[src/rtl/line_fill_arbiter.sv]
// line_fill_arbiter
//   Shares one AXI read channel (AR/R) between the instruction-cache and
//   data-cache refill paths. The arbiter grants one requester, issues one
//   burst for it, assembles the returned beats into a full cache line, and
//   returns that line with a one-cycle valid pulse.
//
// Optional build macro:
//   CRITICAL_WORD_FIRST_EN - issue a WRAP burst starting at the missed word.
//                            Beats are placed at wrapped word indices.
//                            Without it, bursts are line-aligned INCR bursts
//                            starting at word 0.
//
// Ports:
//   clk, reset          clock; synchronous active-high reset
//   req_valid[1:0]      refill requests (bit1 icache, bit0 dcache), held until resp_valid
//   req_addr_i/_d       miss addresses of the icache / dcache
//   req_grant[1:0]      one-hot pulse on the AR handshake for the grantee
//   resp_valid[1:0]     one-hot pulse, line ready for the grantee
//   resp_err            error flag, qualified by resp_valid
//   resp_line           assembled line, stable until the next fill begins
//   busy                FSM not idle
//   m_axi_ar*           AXI read-address channel (master side)
//   m_axi_r*            AXI read-data channel (master side)

module line_fill_arbiter #(
  parameter int ID_WIDTH   = 13,
  parameter int ADDR_WIDTH = 64,
  parameter int DATA_WIDTH = 64,
  parameter int BEATS      = 8
) (
  input  logic                        clk,
  input  logic                        reset,
  input  logic [1:0]                  req_valid,
  input  logic [ADDR_WIDTH-1:0]       req_addr_i,
  input  logic [ADDR_WIDTH-1:0]       req_addr_d,
  output logic [1:0]                  req_grant,
  output logic [1:0]                  resp_valid,
  output logic                        resp_err,
  output logic [BEATS*DATA_WIDTH-1:0] resp_line,
  output logic                        busy,
  output logic [ID_WIDTH-1:0]         m_axi_arid,
  output logic [ADDR_WIDTH-1:0]       m_axi_araddr,
  output logic [7:0]                  m_axi_arlen,
  output logic [2:0]                  m_axi_arsize,
  output logic [1:0]                  m_axi_arburst,
  output logic                        m_axi_arvalid,
  input  logic                        m_axi_arready,
  input  logic [ID_WIDTH-1:0]         m_axi_rid,
  input  logic [DATA_WIDTH-1:0]       m_axi_rdata,
  input  logic [1:0]                  m_axi_rresp,
  input  logic                        m_axi_rlast,
  input  logic                        m_axi_rvalid,
  output logic                        m_axi_rready
);

  localparam int LINE_W   = BEATS * DATA_WIDTH;
  localparam int IW       = $clog2(BEATS);           // word index width
  localparam int CW       = IW + 1;                  // beat count must reach BEATS
  localparam int LINE_OFF = $clog2(LINE_W / 8);
  localparam int WORD_OFF = $clog2(DATA_WIDTH / 8);
  localparam logic [CW-1:0] CNT_FULL = CW'(BEATS);
  localparam logic [CW-1:0] CNT_LAST = CW'(BEATS - 1);

`ifdef CRITICAL_WORD_FIRST_EN
  localparam int         ALIGN = WORD_OFF;
  localparam logic [1:0] BURST = 2'b10;  // WRAP
`else
  localparam int         ALIGN = LINE_OFF;
  localparam logic [1:0] BURST = 2'b01;  // INCR
`endif
  localparam logic [ADDR_WIDTH-1:0] ADDR_MASK = {ADDR_WIDTH{1'b1}} << ALIGN;

  typedef enum logic [1:0] {IDLE, ADDR, DATA, RESP} state_t;

  state_t                              state_q, state_d;
  logic                                gnt_q;         // 1 = icache, 0 = dcache
  logic                                last_grant_q;
  logic                                err_q;
  logic [ADDR_WIDTH-1:0]               addr_q;
  logic [CW-1:0]                       cnt_q;         // beats accepted so far
  logic [IW-1:0]                       start_q;       // word index of the first beat
  logic [BEATS-1:0][DATA_WIDTH-1:0]    line_q;

  logic                  gnt_sel;
  logic [ADDR_WIDTH-1:0] sel_addr;
  logic [IW-1:0]         sel_start;
  logic [IW-1:0]         wr_idx;
  logic                  beat_hit;
  logic                  beat_store;

  // Round-robin only matters on a tie; a lone requester always wins.
  always_comb begin
    unique case (req_valid)
      2'b10:   gnt_sel = 1'b1;
      2'b01:   gnt_sel = 1'b0;
      default: gnt_sel = ~last_grant_q;
    endcase
  end

  assign sel_addr = gnt_sel ? req_addr_i : req_addr_d;
`ifdef CRITICAL_WORD_FIRST_EN
  assign sel_start = sel_addr[LINE_OFF-1:WORD_OFF];
`else
  assign sel_start = '0;
`endif

  // IW-bit add wraps modulo BEATS, which is what a WRAP burst needs.
  assign wr_idx     = start_q + cnt_q[IW-1:0];
  assign beat_hit   = (state_q == DATA) && m_axi_rvalid && (m_axi_rid == m_axi_arid);
  // Matching beats beyond BEATS are consumed but not stored.
  assign beat_store = beat_hit && (cnt_q != CNT_FULL);

  // NOTE: sequential state uses non-blocking assignments so every register
  // samples pre-edge values regardless of statement order.
  always_ff @(posedge clk) begin
    if (reset) state_q <= IDLE;
    else       state_q <= state_d;
  end

  always_comb begin
    // NOTE: every output of this block gets a default first, so no path
    // leaves a signal unassigned and no latch is inferred.
    state_d       = state_q;
    m_axi_arvalid = 1'b0;
    req_grant     = 2'b00;
    resp_valid    = 2'b00;
    resp_err      = 1'b0;
    unique case (state_q)
      IDLE: if (|req_valid) state_d = ADDR;
      ADDR: begin
        m_axi_arvalid = 1'b1;
        if (m_axi_arready) begin
          req_grant[gnt_q] = 1'b1;
          state_d          = DATA;
        end
      end
      DATA: if (beat_hit && m_axi_rlast) state_d = RESP;
      RESP: begin
        // A requester that gave up gets nothing; the line is dropped silently.
        resp_valid[gnt_q] = req_valid[gnt_q];
        resp_err          = err_q && req_valid[gnt_q];
        state_d           = IDLE;
      end
      default: state_d = IDLE;
    endcase
  end

  always_ff @(posedge clk) begin
    if (reset) begin
      gnt_q        <= 1'b0;
      last_grant_q <= 1'b1;  // icache, so the first tie goes to the dcache
      err_q        <= 1'b0;
      addr_q       <= '0;
      cnt_q        <= '0;
      start_q      <= '0;
      // NOTE: the line buffer is plain flops driven straight to the port, so
      // it is reset to a defined value rather than left as unreset storage.
      line_q       <= '0;
    end else begin
      if (state_q == IDLE && |req_valid) begin
        gnt_q   <= gnt_sel;
        addr_q  <= sel_addr & ADDR_MASK;
        start_q <= sel_start;
        cnt_q   <= '0;
        err_q   <= 1'b0;
      end
      if (state_q == ADDR && m_axi_arready) last_grant_q <= gnt_q;
      if (beat_store) begin
        line_q[wr_idx] <= m_axi_rdata;
        cnt_q          <= cnt_q + 1'b1;
        if (m_axi_rresp != 2'b00) err_q <= 1'b1;
      end
      // Length check is on beats accepted, so it also holds for wrapped bursts.
      if (beat_hit && m_axi_rlast && cnt_q != CNT_LAST) err_q <= 1'b1;
    end
  end

  assign m_axi_arid    = {{(ID_WIDTH-1){1'b0}}, gnt_q};
  assign m_axi_araddr  = addr_q;
  assign m_axi_arlen   = 8'(BEATS - 1);
  assign m_axi_arsize  = 3'(WORD_OFF);
  assign m_axi_arburst = BURST;
  assign m_axi_rready  = 1'b1;  // always drains, including stray beats
  assign busy          = (state_q != IDLE);
  assign resp_line     = line_q;

endmodule

[config.mk]
export PLATFORM = sky130hd
export DESIGN_NAME = line_fill_arbiter
export DESIGN_NICKNAME = d
export VERILOG_FILES = /design/src/rtl/line_fill_arbiter.sv
export SDC_FILE = /design/constraint.sdc
export NUM_CORES = 1
export LEC_CHECK = 0
export CAP_MARGIN = 10
export CORE_AREA = 4 4 319 321
export DETAILED_ROUTE_END_ITERATION = 7
export DIE_AREA = 0 0 323 325
export GPL_ROUTABILITY_DRIVEN = 0
export PLACE_DENSITY = 0.51
export RECOVER_POWER = 25
export SLEW_MARGIN = 20
export SYNTH_ARGS = -nofsm -noshare
export SYNTH_HDL_FRONTEND = slang
export SYNTH_SLANG_ARGS = --single-unit
[constraint.sdc]
create_clock -name clk -period 3.2 [get_ports clk]
set_input_delay 0.8 -clock clk [delete_from_list [all_inputs] [get_ports clk]]
set_output_delay 0.8 -clock clk [all_outputs]
set_load 0.01 [all_outputs]
==> impl_metrics.csv, run 1 <==
group,metric,value,unit
worst_setup_path,cp-start-kind,"input pin",
worst_setup_path,critical_path.cell_chain,"dlygate4sd3_1 > or4b_1 > or4_1 > or3_4 > buf_12 > mux2i_1",
timing,setup_viol,0,
floorplanning,dieHeight,325,microns
logic_synthesis,syn_area,23300,sq um
timing,relSlewSlack,13.7,%
floorplanning,rows,116,
clock_tree,cts_buffers,72,
grt,grt_overflow,0,
worst_setup_path,crit_type,"input pin to flip-flop",
grt,antenna_found_initial,2,
drt,drt_iter0_markers,689,
logic_synthesis,seq_area_frac_synth,49.8,%
clock_tree,ctsHtreeMaxLevel,3,
power_and_ir_drop,ir_worst_vdd,0.326,mV
timing,grt_setup_unrepaired,"false",
power_and_ir_drop,p_per_area,513,nW/um^2
drt,via_per_inst,4.14,
logic_synthesis,syn_avg_cell_area,10.7,sq um
worst_setup_path,cp.required,3.66,ns
clock_tree,post_cts_buffers,0,
logic_synthesis,synthFlopType,"dfxtp_1",
placement,port-buffer-count,779,
clock_tree,cts.reportedPaths.clkPinSlew,0.05,ns
clock_tree,max-clock-path-buffers,3,
logic_synthesis,yosys_warnings,0,
timing,finalHoldViolCount,0,
worst_setup_path,crit_slowest_cell,"or4b_1",
clock_tree,clockRootBuffer,"clkbuf_16",
grt,grt_pass1_vias,17667,
outcome,status,"complete, no violations",
drt,drt-total-wl,91.4,mm
grt,grt_max_degree,120,
timing,fin_skew,0.0225,ns
timing,finalCriticalPeriod,3.03,ns
worst_setup_path,path_max_fanout,33,
grt,grt_util_all_layers,16.8,%
cells_and_area,layout.nets,3127,
clock_tree,cts_tree,"yes",
floorplanning,coreArea,99300,sq um
timing,finalCritPeriodShare,94.7,%
logic_synthesis,ys_types,41,
clock_tree,clkSinkCount,579,
drt,route.vias.total,17616,
floorplanning,die_area,105000,sq um
logic_synthesis,synth_edf_count,0,
cells_and_area,drive_above_1_share,6.90,%
clock_tree,hold_buffers,0,
timing,clock.fmax,330,MHz
timing,drv_slew,0,
logic_synthesis,synthArstFlopShare,0,%
drt,wl_per_cell,21.5,microns
power_and_ir_drop,leakage,16.3,nW
placement,post-place-ws,-0.235,ns
floorplanning,pin_count,824,
placement,hpwl,66.8,mm
worst_setup_path,cp.arrival,3.49,ns
clock_tree,clk_latency,0.64,ns
cells_and_area,area_growth,50.7,%
timing,worstMarginPinSlew,1.30,ns
clock_tree,cts-resized-gates,0,
floorplanning,dieWidth,323,microns
floorplanning,start_util,23.4,%
drt,drc,0,
drt,drtPass1Iterations,5,
job,cap_violations,0,
worst_setup_path,endpoint_kind,"flip-flop",
drt,drt.antenna.violating_nets,0,
logic_synthesis,ys_ff_latch,579,
timing,setup_slack,0.171,ns
timing,finalSetupTns,0,ns
hold_path,min_path_type,"flip-flop to flip-flop",
worst_setup_path,critPathMaxStageDelay,0.63,ns
logic_synthesis,synthCells,2179,
grt,grt_pass1_wl,130,mm
cell families (layout without fill, tap and decap cells):
family          count (synthesis)  after routing  share of synthesized area [%]
buf+inv                       254           1002                           4.89
mux                           571            571                           24.6
flops                         579            579                           49.8
fa+ha+maj                       9              9                          0.484
simple gates                  681            681                           17.6
compound gates                 82             82                           2.59
other cells                     2             35                         0.0323
xor+xnor                        1              1                         0.0376
per-layer routing:
metal	part of all wire [%]	global-route usage [%]	up-vias
met2	48	28.1	478
met5	0	0	-
met3	7.6	6.00	132
li1	-	-	8640
met4	3.2	5.63	0
met1	41	20.1	8366
cell usage in the layout, fill, tap and decap left out, types with 9 or more instances in the layout:
master	count
buf_4	57
buf_12	28
clkbuf_8	11
dlygate4sd3_1	229
ha_1	9
mux2i_1	571
clkdlybuf4s50_1	549
clkbuf_1	21
clkinv_2	14
conb_1	32
dfxtp_1	579
inv_1	9
nand2b_1	580
nor2_1	66
a211oi_1	59
clkbuf_16	74
worst paths after layout:
path	startpoint	endpoint	slack, ns	depth (start not counted)
setup / recovery	m_axi_rvalid	resp_line[466]$_SDFFE_PP0P_	0.17	6
hold / removal	err_q$_SDFF_PP0_	err_q$_SDFF_PP0_	0.45	2
setup reg to reg	state_q[0]$_SDFFE_PP0P_	resp_line[345]$_SDFFE_PP0P_	0.56	8
hold reg to reg	err_q$_SDFF_PP0_	err_q$_SDFF_PP0_	0.45	2
cell usage after synthesis, types with 4 or more instances:
cell type	number	area share, %
nand4_1	4	0.11
buf_1	75	1.2
nand2_1	6	0.097
clkbuf_1	123	2.0
buf_4	33	1.1
nor2_1	66	1.1
dfxtp_1	579	50
a21oi_1	6	0.13
buf_6	7	0.34
mux2i_1	571	25
nand3_1	5	0.11
nand2b_1	580	16
inv_1	9	0.15
a211oi_1	59	1.9
ha_1	9	0.48
buf_2	7	0.15
worst max-delay path: cells and delay by family:
family | cells | cell delay, ns
and+or+nand+nor | 3 | 1.62
buffers and inverters | 2 | 0.82
muxes | 1 | 0.17
stage by stage:
stage	std cells	area, sq um	power, mW	hold WS, ns	utilization, %
3_3_place_gp	4128	32800	10.3	0.444	33.0
4_1_cts	4255	35100	18.4	0.456	35.3
6_report	4258	35100	18.0	0.454	35.3
5_1_grt	4256	35100	18.8	0.485	35.3
3_5_place_dp	4128	32800	10.3	0.448	33.0
2_1_floorplan	2209	23400	9.01	0.432	-
flip-flops by register name (all words and copies together) (netlist names):
| signal | cells |
|---|---|
| cnt_q | 4 |
| last_grant_q | 1 |
| err_q | 1 |
| m_axi_araddr | 58 |
| resp_line | 512 |
| state_q | 2 |
| gnt_q | 1 |
cell type report:
cell class                 count  area, sq um
timing repair buffer         866         8800
tap                         1298         1620
clock buffer                 105         2080
multi-input combinational   1376        10700
antenna                        3         7.51
clock inverter                22          213
sequential                   579        11600
inverter                       9         33.8
fill                       10068        64200
power by group:
part	internal [mW]	switching (mW)	leakage (nW)	total, mW
sequential	7.51	0.148	4.68	7.66
clock	4.69	3.30	1.14	7.99
combinational	1.14	1.20	10.5	2.33
total	13.3	4.64	16.3	18.0
(Power assumes the default switching activity.)
==> run 2: changes to the inputs <==
--- a/config.mk
+++ b/config.mk
@@ -5,10 +5,11 @@
 export SDC_FILE = /design/constraint.sdc
 export NUM_CORES = 1
 export LEC_CHECK = 0
+export ABC_AREA = 0
 export CAP_MARGIN = 10
-export CORE_AREA = 4 4 319 321
+export CORE_AREA = 2 2 317 319
 export DETAILED_ROUTE_END_ITERATION = 7
-export DIE_AREA = 0 0 323 325
+export DIE_AREA = 0 0 319 321
 export GPL_ROUTABILITY_DRIVEN = 0
 export PLACE_DENSITY = 0.51
 export RECOVER_POWER = 25
==> run 2 against run 1 <==
Net effect:
- global-route usage grew 0.17 points
- critical path type is now input pin to primary output
- clock power grew 4.1%
- non-clock buffer count grew 22
- via count grew 1.6%
- utilization grew 0.34 points
- largest cell class unchanged
- die area shrank 2.5%
- highest routed layer is now met5
- clock-buffer cell count grew 2
==> impl_metrics.csv, run 2 (synthesized netlist as in run 1, its figures left out) <==
group,metric,value,unit
drt,drt-total-wl,90.3,mm
placement,port-buffer-count,779,
placement,dp_cells,4150,
floorplanning,coreArea,99300,sq um
timing,drv_slew,0,
clock_tree,cts_tree,"yes",
worst_setup_path,path_max_fanout,2,
floorplanning,rows,116,
cells_and_area,final_cell_mix,"nand2b_1, dfxtp_1, mux2i_1",
timing,fin_skew,0.0298,ns
timing,relSlewSlack,26.4,%
drt,wl_per_cell,21.1,microns
power_and_ir_drop,p_per_area,519,nW/um^2
cells_and_area,drive_above_1_share,7.73,%
timing,finalSetupTns,0,ns
power_and_ir_drop,p_total,18.4,mW
clock_tree,cts.reportedPaths.clkPinSlew,0.06,ns
cells_and_area,mostFrequentLayoutCell,"nand2b_1",
worst_setup_path,cp.arrival,2.24,ns
grt,antenna_found_initial,5,
floorplanning,pin_count,824,
placement,hpwl,65.3,mm
timing,finalCritPeriodShare,94.9,%
power_and_ir_drop,seqPwrFrac,41.7,%
power_and_ir_drop,swShare,25.5,%
timing,finalCriticalPeriod,3.04,ns
drt,route.vias.total,17901,
outcome,status,"complete, no violations",
drt,drt_iter0_markers,817,
floorplanning,dieHeight,321,microns
floorplanning,start_util,23.4,%
worst_setup_path,critPathMaxStageDelay,0.57,ns
worst_setup_path,startpoint,"req_valid[0]",
worst_setup_path,endpoint_kind,"primary output",
timing,grt_setup_unrepaired,"false",
worst_setup_path,cp.required,2.40,ns
floorplanning,die_area,102000,sq um
clock_tree,clockRootBuffer,"clkbuf_16",
drt,drtPass1Iterations,4,
clock_tree,clk_latency,0.62,ns
worst_setup_path,crit_type,"input pin to primary output",
power_and_ir_drop,clockPowerShare,45.2,%
grt,grt_max_degree,54,
grt,grt_overflow,0,
worst_setup_path,critical_path.cell_chain,"dlygate4sd3_1 > nand2_1 > nor2_1 > o21a_1 > clkdlybuf4s50_1",
cells_and_area,design_area,35400,sq um
timing,setup_viol,0,
drt,drc,0,
power_and_ir_drop,combPwrFrac,13.1,%
clock_tree,max-clock-path-buffers,3,
job,cap_violations,0,
clock_tree,cts_buffers,71,
cells_and_area,fin_cells,4274,
worst_setup_path,reg2reg_from,"state_q[0]$_SDFFE_PP0P_",
grt,grt_pass1_wl,128,mm
timing,setup_slack,0.162,ns
clock_tree,ctsHtreeMaxLevel,3,
hold_path,min_from,"resp_line[76]$_SDFFE_PP0P_",
placement,post-place-ws,-0.224,ns
grt,grt_util_all_layers,17.0,%
cells_and_area,largest_reg_flops,512,
worst_setup_path,crit_slowest_cell,"clkdlybuf4s50_1",
placement,place_area,33100,sq um
power_and_ir_drop,ir_worst_vdd,0.319,mV
timing,finalHoldViolCount,0,
floorplanning,dieWidth,319,microns
timing,clock.fmax,329,MHz
cells_and_area,n_fill_cell,9963,
power_and_ir_drop,power.switching,4.69,mW
cells_and_area,layout.nets,3148,
clock_tree,clkSinkCount,579,
timing,worstMarginPinSlew,1.10,ns
drt,via_per_inst,4.19,
grt,grt_pass1_vias,17818,
cells_and_area,fin_util,35.7,%
power_and_ir_drop,p_int,13.7,mW
drt,drt.antenna.violating_nets,0,
power_and_ir_drop,leakage,16.6,nW
worst_setup_path,cp-start-kind,"input pin",
cells_and_area,num_antenna_cells,0,
timing,timing.hold.ws,0.467,ns
clock_tree,hold_buffers,0,
hold_path,min_path_type,"flip-flop to flip-flop",
cells_and_area,area_growth,52.2,%
## run 2: changes by cell type in the layout (fill, tap and decap cells not counted), sizes merged
| cell | previous run | this run |
|---|---|---|
| buf | 86 | 106 |
| bufinv | 2 | 4 |
| clkbuf | 107 | 111 |
| clkdlybuf4s50 | 549 | 545 |
| clkinv | 16 | 8 |
| clkinvlp | 0 | 2 |
| diode | 3 | 0 |
| dlygate4sd3 | 229 | 232 |
| dlymetal6s2s | 0 | 1 |
| inv | 13 | 12 |
## run 2: layer usage
layer | global-route usage (%) | wire (microns) | share of wire, %
met5 | 0 | 13 | 0.014
met2 | 28.3 | 42600 | 47
met3 | 5.29 | 6310 | 7.0
met1 | 20.6 | 38500 | 43
met4 | 6.18 | 2780 | 3.1
## run 2: power groups by stage
| stage | clock network, mW | registers, mW | logic (mW) |
|---|---|---|---|
| 6_report | 8.32 | 7.67 | 2.41 |
| 5_1_grt | 8.86 | 7.71 | 2.58 |
| 4_1_cts | 8.59 | 7.68 | 2.54 |
| 3_5_place_dp | 0 | 7.83 | 2.53 |
| 3_3_place_gp | 0 | 7.82 | 2.53 |
| 2_1_floorplan | 0 | 7.95 | 1.06 |
## run 2: what timing repair did
item / CTS / global route
setup buffers: 0 / 0
endpoints found under the setup margin: 0 / 1
resized for setup: 0 / 1
## run 2: cell type report
cell class / count / area, sq um / area share, %
clock buffer: 107 / 2170 / 6.14
multi-input combinational: 1376 / 10700 / 30.3
timing repair buffer: 888 / 9060 / 25.6
sequential: 579 / 11600 / 32.7
clock inverter: 17 / 213 / 0.601
inverter: 9 / 33.8 / 0.0954
tap: 1298 / 1620 / 4.59
## run 2: worst max-delay path: cells and delay by family
family / cells / cell delay (ns)
AO/OA/AOI/OAI: 1 / 0.14
AND/OR/NAND/NOR: 2 / 0.18
buffers and inverters: 2 / 1.12
## run 2: worst paths after layout
kind | endpoint | slack, ns | depth (start not counted)
max | resp_err | 0.16 | 5
min | resp_line[76]$_SDFFE_PP0P_ | 0.47 | 2
max reg2reg | resp_line[206]$_SDFFE_PP0P_ | 0.20 | 10
min reg2reg | resp_line[76]$_SDFFE_PP0P_ | 0.47 | 2
